## config.mk

```make
export PLATFORM = sky130hd
export DESIGN_NAME = jt007232_romsrv
export DESIGN_NICKNAME = d
export VERILOG_FILES = /design/src/rtl/jt007232_romsrv.sv
export SDC_FILE = /design/constraint.sdc
export NUM_CORES = 1
export LEC_CHECK = 0
export BUFFER_PORTS_ARGS = -buffer_cell sky130_fd_sc_hd__buf_2
export CORE_ASPECT_RATIO = 0.7
export CORE_MARGIN = 2
export CORE_UTILIZATION = 30
export CTS_BUF_LIST = sky130_fd_sc_hd__clkbuf_2
export DETAILED_ROUTE_END_ITERATION = 6
export HOLD_SLACK_MARGIN = 0.1
export SLEW_MARGIN = 10
export SYNTH_ARGS = -nofsm -noshare
export SYNTH_HDL_FRONTEND = slang
export SYNTH_SLANG_ARGS = --single-unit
```

## constraint.sdc

```tcl
create_clock -name clk -period 2.8 [get_ports clk]
set_input_delay 0.56 -clock clk [delete_from_list [all_inputs] [get_ports clk]]
set_output_delay 0.56 -clock clk [all_outputs]
set_load 0.01 [all_outputs]
```

## src/rtl/jt007232_romsrv.sv

```systemverilog
// jt007232_romsrv
// Memory-side responder for the two PCM sample-fetch ports of jt007232.
// Each channel is served from a one-word cache. Misses fetch a 16-bit word
// over one shared memory handshake, and a round-robin arbiter picks the
// channel when both need memory.
//
// Build option: JT007232_PREFETCH_EN adds a next-word buffer per channel.
// That buffer is filled with cur_tag+1 whenever the bus is otherwise idle.
//
// Ports:
//   clk, rst_n            clock, async active-low reset
//   cha_addr/cs/ok/dout   channel A byte port (ok/dout combinational)
//   chb_addr/cs/ok/dout   channel B byte port
//   mem_addr/cs           word request to memory, held until mem_ok
//   mem_ok/mem_data       acknowledge and little-endian data word
//
// Arbiter states:
//   state | meaning
//   IDLE  | no transaction outstanding, mem_cs low
//   REQ   | mem_cs high for mem_addr, waiting for mem_ok
module jt007232_romsrv #(
  parameter int AW = 17
) (
  input  logic          clk,
  input  logic          rst_n,
  input  logic [AW-1:0] cha_addr,
  input  logic          cha_cs,
  output logic          cha_ok,
  output logic [7:0]    cha_dout,
  input  logic [AW-1:0] chb_addr,
  input  logic          chb_cs,
  output logic          chb_ok,
  output logic [7:0]    chb_dout,
  output logic [AW-2:0] mem_addr,
  output logic          mem_cs,
  input  logic          mem_ok,
  input  logic [15:0]   mem_data
);

  typedef enum logic {IDLE, REQ} state_t;

  state_t        state, state_nxt;
  logic [AW-1:0] addr [2];
  logic [1:0]    cs;
  logic [1:0]    cur_v;
  logic [AW-2:0] cur_tag [2];
  logic [15:0]   cur_data [2];
  logic [1:0]    cur_hit, hit, miss;
  logic [15:0]   rd_data [2];
  logic [7:0]    dout [2];
  logic          gnt, rr;
  logic          start, start_ch;
  logic [AW-2:0] start_word;
`ifdef JT007232_PREFETCH_EN
  localparam logic [AW-2:0] ONE = {{(AW-2){1'b0}}, 1'b1};
  logic [1:0]    nxt_v, nxt_hit, promote, pf_req;
  logic [AW-2:0] nxt_tag [2];
  logic [15:0]   nxt_data [2];
  logic          pf, start_pf;
`endif

  assign addr[0] = cha_addr;
  assign addr[1] = chb_addr;
  assign cs      = {chb_cs, cha_cs};

  always_comb begin : lookup
    cur_hit = '0;
    hit     = '0;
    miss    = '0;
`ifdef JT007232_PREFETCH_EN
    nxt_hit = '0;
    promote = '0;
    pf_req  = '0;
`endif
    for (int i = 0; i < 2; i++) begin
      rd_data[i] = cur_data[i];
      dout[i]    = '0;
      cur_hit[i] = cs[i] && cur_v[i] && (cur_tag[i] == addr[i][AW-1:1]);
      hit[i]     = cur_hit[i];
`ifdef JT007232_PREFETCH_EN
      nxt_hit[i] = cs[i] && nxt_v[i] && (nxt_tag[i] == addr[i][AW-1:1]);
      // cur wins when both match; only a nxt-only match moves nxt into cur
      promote[i] = nxt_hit[i] && !cur_hit[i];
      if (promote[i]) rd_data[i] = nxt_data[i];
      hit[i]     = cur_hit[i] || nxt_hit[i];
      pf_req[i]  = cur_hit[i] && !(nxt_v[i] && (nxt_tag[i] == cur_tag[i] + ONE));
`endif
      miss[i] = cs[i] && !hit[i];
      if (hit[i]) dout[i] = addr[i][0] ? rd_data[i][15:8] : rd_data[i][7:0];
    end
  end

  assign cha_ok   = hit[0];
  assign chb_ok   = hit[1];
  assign cha_dout = dout[0];
  assign chb_dout = dout[1];

  always_comb begin : arb
    state_nxt  = state;
    start      = 1'b0;
    start_ch   = rr;
    start_word = mem_addr;
`ifdef JT007232_PREFETCH_EN
    start_pf   = 1'b0;
`endif
    case (state)
      IDLE: begin
        if (|miss) begin
          start      = 1'b1;
          start_ch   = (&miss) ? rr : miss[1];
          start_word = addr[start_ch][AW-1:1];
          state_nxt  = REQ;
        end
`ifdef JT007232_PREFETCH_EN
        else if (|pf_req) begin
          start      = 1'b1;
          start_ch   = (&pf_req) ? rr : pf_req[1];
          start_word = cur_tag[start_ch] + ONE;
          start_pf   = 1'b1;
          state_nxt  = REQ;
        end
`endif
      end
      REQ:     if (mem_ok) state_nxt = IDLE;
      default: state_nxt = IDLE;
    endcase
  end

  always_ff @(posedge clk or negedge rst_n) begin
    if (!rst_n) begin
      state    <= IDLE;
      mem_cs   <= 1'b0;
      mem_addr <= '0;
      gnt      <= 1'b0;
      rr       <= 1'b0;
      cur_v    <= '0;
      for (int i = 0; i < 2; i++) begin
        cur_tag[i]  <= '0;
        cur_data[i] <= '0;
      end
`ifdef JT007232_PREFETCH_EN
      pf    <= 1'b0;
      nxt_v <= '0;
      for (int i = 0; i < 2; i++) begin
        nxt_tag[i]  <= '0;
        nxt_data[i] <= '0;
      end
`endif
    end else begin
      state <= state_nxt;
`ifdef JT007232_PREFETCH_EN
      for (int i = 0; i < 2; i++) begin
        if (promote[i]) begin
          cur_v[i]    <= 1'b1;
          cur_tag[i]  <= nxt_tag[i];
          cur_data[i] <= nxt_data[i];
          nxt_v[i]    <= 1'b0;
        end
      end
`endif
      if (start) begin
        gnt      <= start_ch;
        mem_cs   <= 1'b1;
        mem_addr <= start_word;
`ifdef JT007232_PREFETCH_EN
        pf       <= start_pf;
`endif
      end
      // mem_addr doubles as the latched word: it cannot move while in REQ
      if (state == REQ && mem_ok) begin
        mem_cs <= 1'b0;
        rr     <= ~gnt;
`ifdef JT007232_PREFETCH_EN
        if (pf) begin
          nxt_v[gnt]    <= 1'b1;
          nxt_tag[gnt]  <= mem_addr;
          nxt_data[gnt] <= mem_data;
        end else begin
          cur_v[gnt]    <= 1'b1;
          cur_tag[gnt]  <= mem_addr;
          cur_data[gnt] <= mem_data;
          nxt_v[gnt]    <= 1'b0;
        end
`else
        cur_v[gnt]    <= 1'b1;
        cur_tag[gnt]  <= mem_addr;
        cur_data[gnt] <= mem_data;
`endif
      end
    end
  end

endmodule

```

Word-level counts from Yosys, hierarchy flattened
Cells that the tools add are included.
{ "word_totals": {"register_bits": 86, "input_bits": 55, "output_inout_bits": 35, "word_cells": 59} }
{ "classes": {"n_lt_le_gt_ge": 5, "n_eq_ne": 2, "muxes": 22, "bitwise_logic": 5, "n_reduce_logical": 15} }
{ "ops": {"columns": ["op", "count"], "rows": [
  ["32-bit bitwise mux", 2],
  ["17-bit two-way mux", 3],
  ["16-bit equality test", 2],
  ["8-bit two-way mux", 4],
  ["16-bit demux with 1-bit select", 1],
  ["16-bit two-way mux", 1],
  ["1-bit logical AND", 9],
  ["1-bit two-way mux", 9],
  ["2-bit greater-or-equal comparator (second input constant)", 2],
  ["1-bit NOT with 2-bit output", 2],
  ["3-bit AND reduction", 1],
  ["1-bit logical NOT", 2],
  ["1-bit by 2-bit less-than comparator with 1-bit output (second input constant)", 1],
  ["2-bit by 1-bit less-than comparator with 1-bit output (second input constant)", 1],
  ["1-bit NOT", 2],
  ["2-bit OR", 1],
  ["1-bit one-hot mux with 2 select lines", 1],
  ["2-bit AND reduction", 1],
  ["2-bit nonzero test", 1],
  ["2-bit OR reduction", 1],
  ["1-bit demux with 1-bit select", 1],
  ["1-bit greater-or-equal comparator (second input constant)", 1]
]} }

Logic depth before layout (Yosys ltp)
Gate-level depths: netlist of the first run.
{ "depth": {"word_depth": 10, "ltp_mapped": 8, "mapped_depth_nobuf": 6} }

Worst setup path after synthesis of the first run
No wires, ideal clock.
{ "synth_path": {"path_type": "input-to-output", "from": "in chb_addr[3]", "to": "out chb_dout[0]", "t_arrival_ns": 1.999, "required_time_ns": 2.240, "setup_slack_ns": 0.241, "stages": 6, "path_buffers": 1, "cell_sequence": "xnor2_1 nand4_1 or4_4 or2_2 buf_2 nor2_1"} }
{ "synth_between": {"elab_chain_cells": 3} }
{ "synth_lines": {"columns": ["item", "line", "source"], "rows": [
  ["start, declared", "30", "input logic [AW-1:0] chb_addr,"],
  ["16-bit equality test", "78", "cur_hit[i] = cs[i] && cur_v[i] && (cur_tag[i] == addr[i][AW-1:1]);"],
  ["1-bit logical AND", "78", null],
  ["8-bit two-way mux", "89", "if (hit[i]) dout[i] = addr[i][0] ? rd_data[i][15:8] : rd_data[i][7:0];"],
  ["end, declared", "33", "output logic [7:0] chb_dout,"]
]} }
No other way between the ends.

Worst setup path in the final report of the first run
{ "layout_path": {"from": "reg cur_tag[5] (netlist name)", "to": "out chb_dout[0]"} }
{ "layout_between": {"elab_chain_cells": 3} }
{ "layout_lines": {"columns": ["item", "line", "source"], "rows": [
  ["start, declared", "46", "logic [AW-2:0] cur_tag [2];"],
  ["start signal, assigned by index", "186", "cur_tag[gnt] <= mem_addr;"],
  ["16-bit equality test", "78", null],
  ["1-bit logical AND", "78", null],
  ["8-bit two-way mux", "89", null]
]} }
No other way between the ends.

==> flow_summary_export.csv, run 1 <==
group,metric,value,unit
floorplan,rows,36,
synth,synth_commonest_cells,"dfrtp_1 (86), mux2_2 (64), xnor2_1 (32), nor3_1 (18)",
synth,yosys.area.top_type,"dfrtp_1",
placed_design,dpl_worst_slack,-89.4,ps
global_route,grt_max_degree,47,
routing,route.vias.total,3270,
synth,warnings_synthesis,0,
critical_path,cp.buffers_inverters,1,
clock_network,cts.sinks,86,
timing,maxClockFrequency,329,MHz
critical_path,worst_ep_arrival_time,2480,ps
floorplan,die-area,0.0150,sq mm
global_route,grt_overflow_total,0,
critical_path,cell_by_cell_trace_of_the_critical_path,"xnor2_2 -> nand4_1 -> or4_4 -> or2_4 -> nor2_2 -> buf_2",
synth,synthArstFlopShare,100,%
critical_path,critical_path.endpoint_type,"output port",
timing,clock-skew-final,22.6,ps
timing,worst_slack,-243,ps
critical_path,crit_family,"simple AND/OR/NAND/NOR gates",
synth,postSynthCellCount,348,
power,leakage,2.33,nW
synth,syn-mean-instance-area,12.1,sq um
cells_and_area,n_antenna_cell,0,
synth,synthDistinctLibCells,37,
floorplan,io_pins,90,
routing,routed_wire_length,12300,um
routing,routedLengthMet1,5780,um
routing,routed_wire_length_per_instance,19.1,um
cells_and_area,n_fill_cell,1380,
global_route,wire_length_of_the_first_global_routing_pass,18000,um
timing,worstMarginPinSlew,860,ps
cells_and_area,post_layout_nonfiller_instances,645,
routing,drt_iter0_drc,292,
clock_network,htree_num_levels,3,
floorplan,floorplan.core_area,0.0138,sq mm
clock_network,cts-buffers-inserted,9,
clock_network,clk-insertion-delay-late,560,ps
critical_path,cp-start-kind,"flip-flop",
hold_path,hold_path_class,"in2reg",
timing,setup-tns-final,-3140,ps
synth,synth_flop_cell,"dfrtp_1",
cells_and_area,drive_gt1_share,53.0,%
clock_network,tritoncts,"built",
floorplan,dieHeight,103,um
clock_network,cts.reportedPaths.clkPinSlew,220,ps
routing,top_signal_layer_used,"met4",
floorplan,initial_core_utilization,30.5,%
routing,vias_per_cell,5.07,
clock_network,cts_buffer_depth,2,
placed_design,dp_hpwl,8500,um
critical_path,timing.critical_path.fanout_max,5,
power,peak_supply_drop,0.255,mV
critical_path,slowest_stage_cell_cp,"or4_4",
synth,ys_seq_area_share,51.0,%
synth,ys_seq_elements,86,
cells_and_area,area_delta_synth_final,26.0,%
run,drv.max_cap_violation_count,0,
timing,finalCriticalPeriod,3040,ps
routing,final_antenna_net_count,0,
routing,dr_wl_met3,674,um
placed_design,place_congestion,0.841,
synth,synth_fp_nets,403,
routing,wl_met2,5720,um
timing,slew_headroom,42.7,%
timing,rsz0062_at_grt,"true",
critical_path,critPathKind,"reg2out",
global_route,grt_antenna_before_repair,0,
routing,detail_route.drc_violations,0,
synth,most_common_cell_in_the_netlist,"dfrtp_1",
routing,firstDrtPassIters,4,
critical_path,crit_required,2240,ps
timing,finalHoldViolCount,0,
timing,slew_viol_final,0,
outcome,violations_in_the_final_reports,"setup timing",
synth,ys_top_cells_by_area,"dfrtp_1 (51%), mux2_2 (17%), xnor2_1 (6.6%)",
placed_design,port_buffers,89,
synth,syn_area,0.00422,sq mm
power,power_density,814,mW/mm^2
global_route,global_route.usage.total,15.9,%
outcome,outcome,"finished, violations left",
critical_path,worst_path_largest_cell_delay,570,ps
placed_design,numPlacedInstances,622,
synth,synth_top_cell_area_share,51.0,%
global_route,first_global_vias,3217,
timing,finalSetupViolCount,18,
synth,synth-edff-count,0,
timing,period_share,109,%
cells_and_area,finalNetCount,508,
floorplan,width_of_the_die,146,um
clock_network,cts_root_buf,"clkbuf_2",
## per-stage QoR
stage | instance area (sq um) | hold slack [ps] | total power, mW | util [%]
5_1_grt | 5320 | 176 | 4.56 | 38.5
3_3_place_gp | 4940 | 472 | 3.45 | 35.7
3_5_place_dp | 4940 | 484 | 3.52 | 35.7
4_1_cts | 5200 | 174 | 4.25 | 37.6
6_report | 5320 | 227 | 4.33 | 38.5
2_1_floorplan | 4220 | 264 | 3.00 | -
## power breakdown
part	total (mW)	switching, mW	leakage [nW]	internal [mW]
combinational	1.63	0.752	1.29	0.880
sequential	2.10	0.370	0.982	1.73
clock	0.600	0.409	0.0611	0.192
total	4.33	1.53	2.33	2.80
## cell type report
| class | count | area [sq um] | area share, % |
|---|---|---|---|
| clock inverters | 3 | 38.8 | 0.729 |
| multi-input cells | 237 | 2120 | 39.9 |
| inverters | 6 | 22.5 | 0.423 |
| clock buffers | 10 | 50.0 | 0.941 |
| well taps | 190 | 238 | 4.47 |
| flip-flops and latches | 86 | 2150 | 40.5 |
| repair buffers | 113 | 694 | 13.1 |
## timing repair
item / 4_1_cts / 5_1_grt
resized for setup: 23 / 21
gates cloned: 1 / 1
endpoints found under the setup margin: 18 / 18
hold buffers: 1 / 0
setup buffers: 4 / 3
hold endpoints to repair: 45 / 0
pin swaps: 17 / 22
## per-layer routing
| metal | up-vias | global-route usage, % |
|---|---|---|
| li1 | 1478 | - |
| met1 | 1687 | 21.8 |
| met2 | 92 | 24.6 |
| met3 | 13 | 4.08 |
| met4 | 0 | 5.66 |
| met5 | - | 0 |
## kinds of logic after synthesis
kind of cell    count (synthesis)  synth area share (%)
xor+xnor                       32                  6.64
simple gates                   80                  11.1
mux                            80                  20.9
buf+inv                        26                  3.44
compound gates                 44                  6.97
flops                          86                  51.0
## placed cells by master (no fill, tap or decap), drive strengths merged
cell / count
dfrtp: 86
or2: 3
a311oi: 1
nor2: 17
o21ai: 17
nand2b: 2
nor3: 18
xnor2: 32
clkbuf: 10
and4: 1
nor4: 1
a211oi: 3
nand3: 23
a21oi: 2
a31oi: 17
mux2: 64
clkinv: 2
inv: 6
buf: 112
mux2i: 16
o21a: 1
and3: 3
nand2: 1
a211o: 1
or4: 1
o32ai: 1
bufinv: 1
dlygate4sd3: 1
a2bb2oi: 1
nand4: 11
## state kept, by name, indices dropped and copies added, names as in the netlist
signal and flops:
gnt 1, cur_data 32, mem_addr 16, state 1, cur_tag 32, cur_v 2, rr 1, mem_cs 1
## worst paths after layout
kind	startpoint	endpoint	slack [ps]	cells after the start
min in group asynchronous	rst_n	cur_data[0]	530	2
worst max register to register	cur_tag[29]	mem_addr[3]	360	9
worst min-delay path	mem_data[9]	cur_data[9]	230	2
worst min register to register	gnt	rr	510	1
worst max-delay path	cur_tag[5]	chb_dout[0]	-240	6
max in group asynchronous	rst_n	cur_data[26]	1590	3
Note: power is estimated with default switching activity, not from simulation.
==> inputs of run 2 (changes only) <==
==> constraint.sdc (replaced) <==
create_clock -name clk -period 2.8 [get_ports clk]
set_input_delay 0.14 -clock clk [delete_from_list [all_inputs] [get_ports clk]]
set_output_delay 0.14 -clock clk [all_outputs]
set_load 0.01 [all_outputs]
==> flow_summary_export.csv, run 2 (synthesized netlist as in run 1, its figures left out) <==
group,metric,value,unit
outcome,outcome,"finished, final reports clean",
clock_network,cts_buffer_depth,2,
timing,finalCriticalPeriod,2670,ps
global_route,grt_antenna_before_repair,0,
critical_path,critical_path.endpoint_type,"output port",
clock_network,htree_num_levels,3,
critical_path,worst_path_largest_cell_delay,530,ps
critical_path,regToRegStartpoint,"cur_tag[1]",
global_route,wire_length_of_the_first_global_routing_pass,18500,um
critical_path,critPathKind,"reg2out",
cells_and_area,multiInputGateArea,0.00197,sq mm
timing,rsz0062_at_grt,"false",
timing,period_share,95.3,%
timing,finalSetupViolCount,0,
floorplan,die-area,0.0150,sq mm
routing,firstDrtPassIters,4,
timing,clock-skew-final,43.5,ps
hold_path,hold_path_class,"in2async",
global_route,grt_overflow_total,0,
critical_path,worstRegToRegCells,6,
clock_network,tritoncts,"built",
timing,maxClockFrequency,375,MHz
timing,setup-tns-final,0,ps
routing,vias_per_cell,4.87,
placed_design,dp_hpwl,8500,um
cells_and_area,final_common_cell,"buf_2",
routing,routed_wire_length,12100,um
clock_network,post_cts_buffers,0,
critical_path,crit_family,"simple AND/OR/NAND/NOR gates",
floorplan,dieHeight,103,um
floorplan,initial_core_utilization,30.5,%
critical_path,end_of_the_worst_register_to_register_path,"mem_addr[14]",
cells_and_area,drive_gt1_share,40.7,%
floorplan,floorplan.core_area,0.0138,sq mm
cells_and_area,layout.area.seq,0.00215,sq mm
cells_and_area,area_delta_synth_final,31.6,%
cells_and_area,registers_with_the_highest_flip_flop_counts,"cur_data: 32 flops, cur_tag: 32 flops, mem_addr: 16 flops",
cells_and_area,finalNetCount,544,
clock_network,clk-insertion-delay-late,550,ps
cells_and_area,n_fill_cell,1375,
global_route,first_global_vias,3361,
critical_path,cp-start-kind,"flip-flop",
run,drv.max_cap_violation_count,0,
critical_path,timing.critical_path.fanout_max,9,
power,peak_supply_drop,0.230,mV
placed_design,place_congestion,0.861,
critical_path,regToRegSetupSlack,390,ps
timing,worstMarginPinSlew,950,ps
timing,finalHoldViolCount,0,
clock_network,cts.sinks,86,
routing,route.vias.total,3334,
floorplan,io_pins,90,
placed_design,port_buffers,89,
routing,routed_wire_length_per_instance,17.6,um
clock_network,cts_root_buf,"clkbuf_2",
cells_and_area,n_antenna_cell,0,
cells_and_area,post-route-cell-area,0.00555,sq mm
clock_network,cts-buffers-inserted,9,
critical_path,cp.buffers_inverters,1,
global_route,grt_max_degree,56,
power,leakage,2.39,nW
global_route,global_route.usage.total,16.0,%
floorplan,rows,36,
clock_network,cts.reportedPaths.clkPinSlew,250,ps
critical_path,worst_ep_arrival_time,2530,ps
power,power_density,758,mW/mm^2
routing,final_antenna_net_count,0,
critical_path,cell_by_cell_trace_of_the_critical_path,"xnor2_1 -> nand4_1 -> or4_4 -> or2_4 -> nor2_1 -> buf_2",
timing,slew_headroom,36.6,%
critical_path,crit_required,2660,ps
cells_and_area,commonest_cells_after_routing_fill_and_taps_aside,"buf_2 (88), dfrtp_1 (86), mux2_2 (64)",
floorplan,width_of_the_die,146,um
placed_design,dpl_cell_area,0.00488,sq mm
routing,drt_iter0_drc,164,
routing,detail_route.drc_violations,0,
timing,slew_viol_final,0,
critical_path,slowest_stage_cell_cp,"or4_4",
[run 2: cell count changes in the layout (fill, tap and decap cells not counted), moves of 2 or more]
| cell | before | now |
|---|---|---|
| nor2_2 | 12 | 0 |
| inv_2 | 2 | 0 |
| dlygate4sd3_1 | 1 | 52 |
| buf_6 | 5 | 0 |
| xnor2_2 | 18 | 4 |
| clkbuf_2 | 10 | 12 |
| buf_2 | 85 | 88 |
| buf_4 | 19 | 8 |
| nor2_1 | 4 | 17 |
| inv_1 | 4 | 6 |
| xnor2_1 | 14 | 28 |
[run 2: how the worst max path moves through the flow]
stage	startpoint	endpoint	slack, ps	cells after the start
after floorplan	cur_tag[2]	chb_dout[0]	830	6
after global placement	cur_tag[10]	state	460	6
after detailed placement	cur_tag[4]	state	380	6
after CTS	cur_tag[19]	cha_dout[5]	80	6
after global routing	cur_tag[30]	cha_dout[5]	3	6
final	cur_tag[1]	chb_dout[7]	130	6
[run 2: final cells by class]
class / instances / area share, %
repair buffers: 150 / 19.1
inverters: 6 / 0.406
clock inverters: 4 / 0.856
well taps: 190 / 4.28
clock buffers: 12 / 1.08
multi-input cells: 236 / 35.5
flip-flops and latches: 86 / 38.8
[run 2: repair_timing]
action	in CTS	in global routing
hold buffers	52	0
endpoints found under the setup margin	16	15
pin swaps	0	2
endpoints found under the hold margin	106	0
resized for setup	4	3
[run 2: metrics by stage]
| stage | total power [mW] | setup WS (ps) | hold WS, ps | instances | utilization, % |
|---|---|---|---|---|---|
| 5_1_grt | 4.49 | 2.66 | 177 | 684 | 40.2 |
| 3_5_place_dp | 3.51 | 384 | 265 | 616 | 35.3 |
| 6_report | 4.21 | 133 | 158 | 684 | 40.2 |
| 2_1_floorplan | 3.00 | 831 | -156 | 348 | - |
| 3_3_place_gp | 3.43 | 458 | 255 | 616 | 35.3 |
| 4_1_cts | 4.22 | 77.8 | 162 | 684 | 40.0 |
[run 2: metal layers]
| layer | vias to the layer above | wire length, um | GRT usage [%] |
|---|---|---|---|
| met3 | 6 | 643 | 3.38 |
| met5 | - | 0 | 0 |
| met1 | 1682 | 5900 | 22.7 |
| li1 | 1556 | - | - |
| met4 | 0 | 56 | 3.77 |
| met2 | 90 | 5460 | 25.4 |
[run 2: power by group]
| group | internal, mW | total [mW] | switching (mW) | leakage, nW |
|---|---|---|---|---|
| clock | 0.214 | 0.634 | 0.420 | 0.0719 |
| sequential | 1.73 | 2.08 | 0.355 | 0.982 |
| combinational | 0.802 | 1.49 | 0.691 | 1.34 |
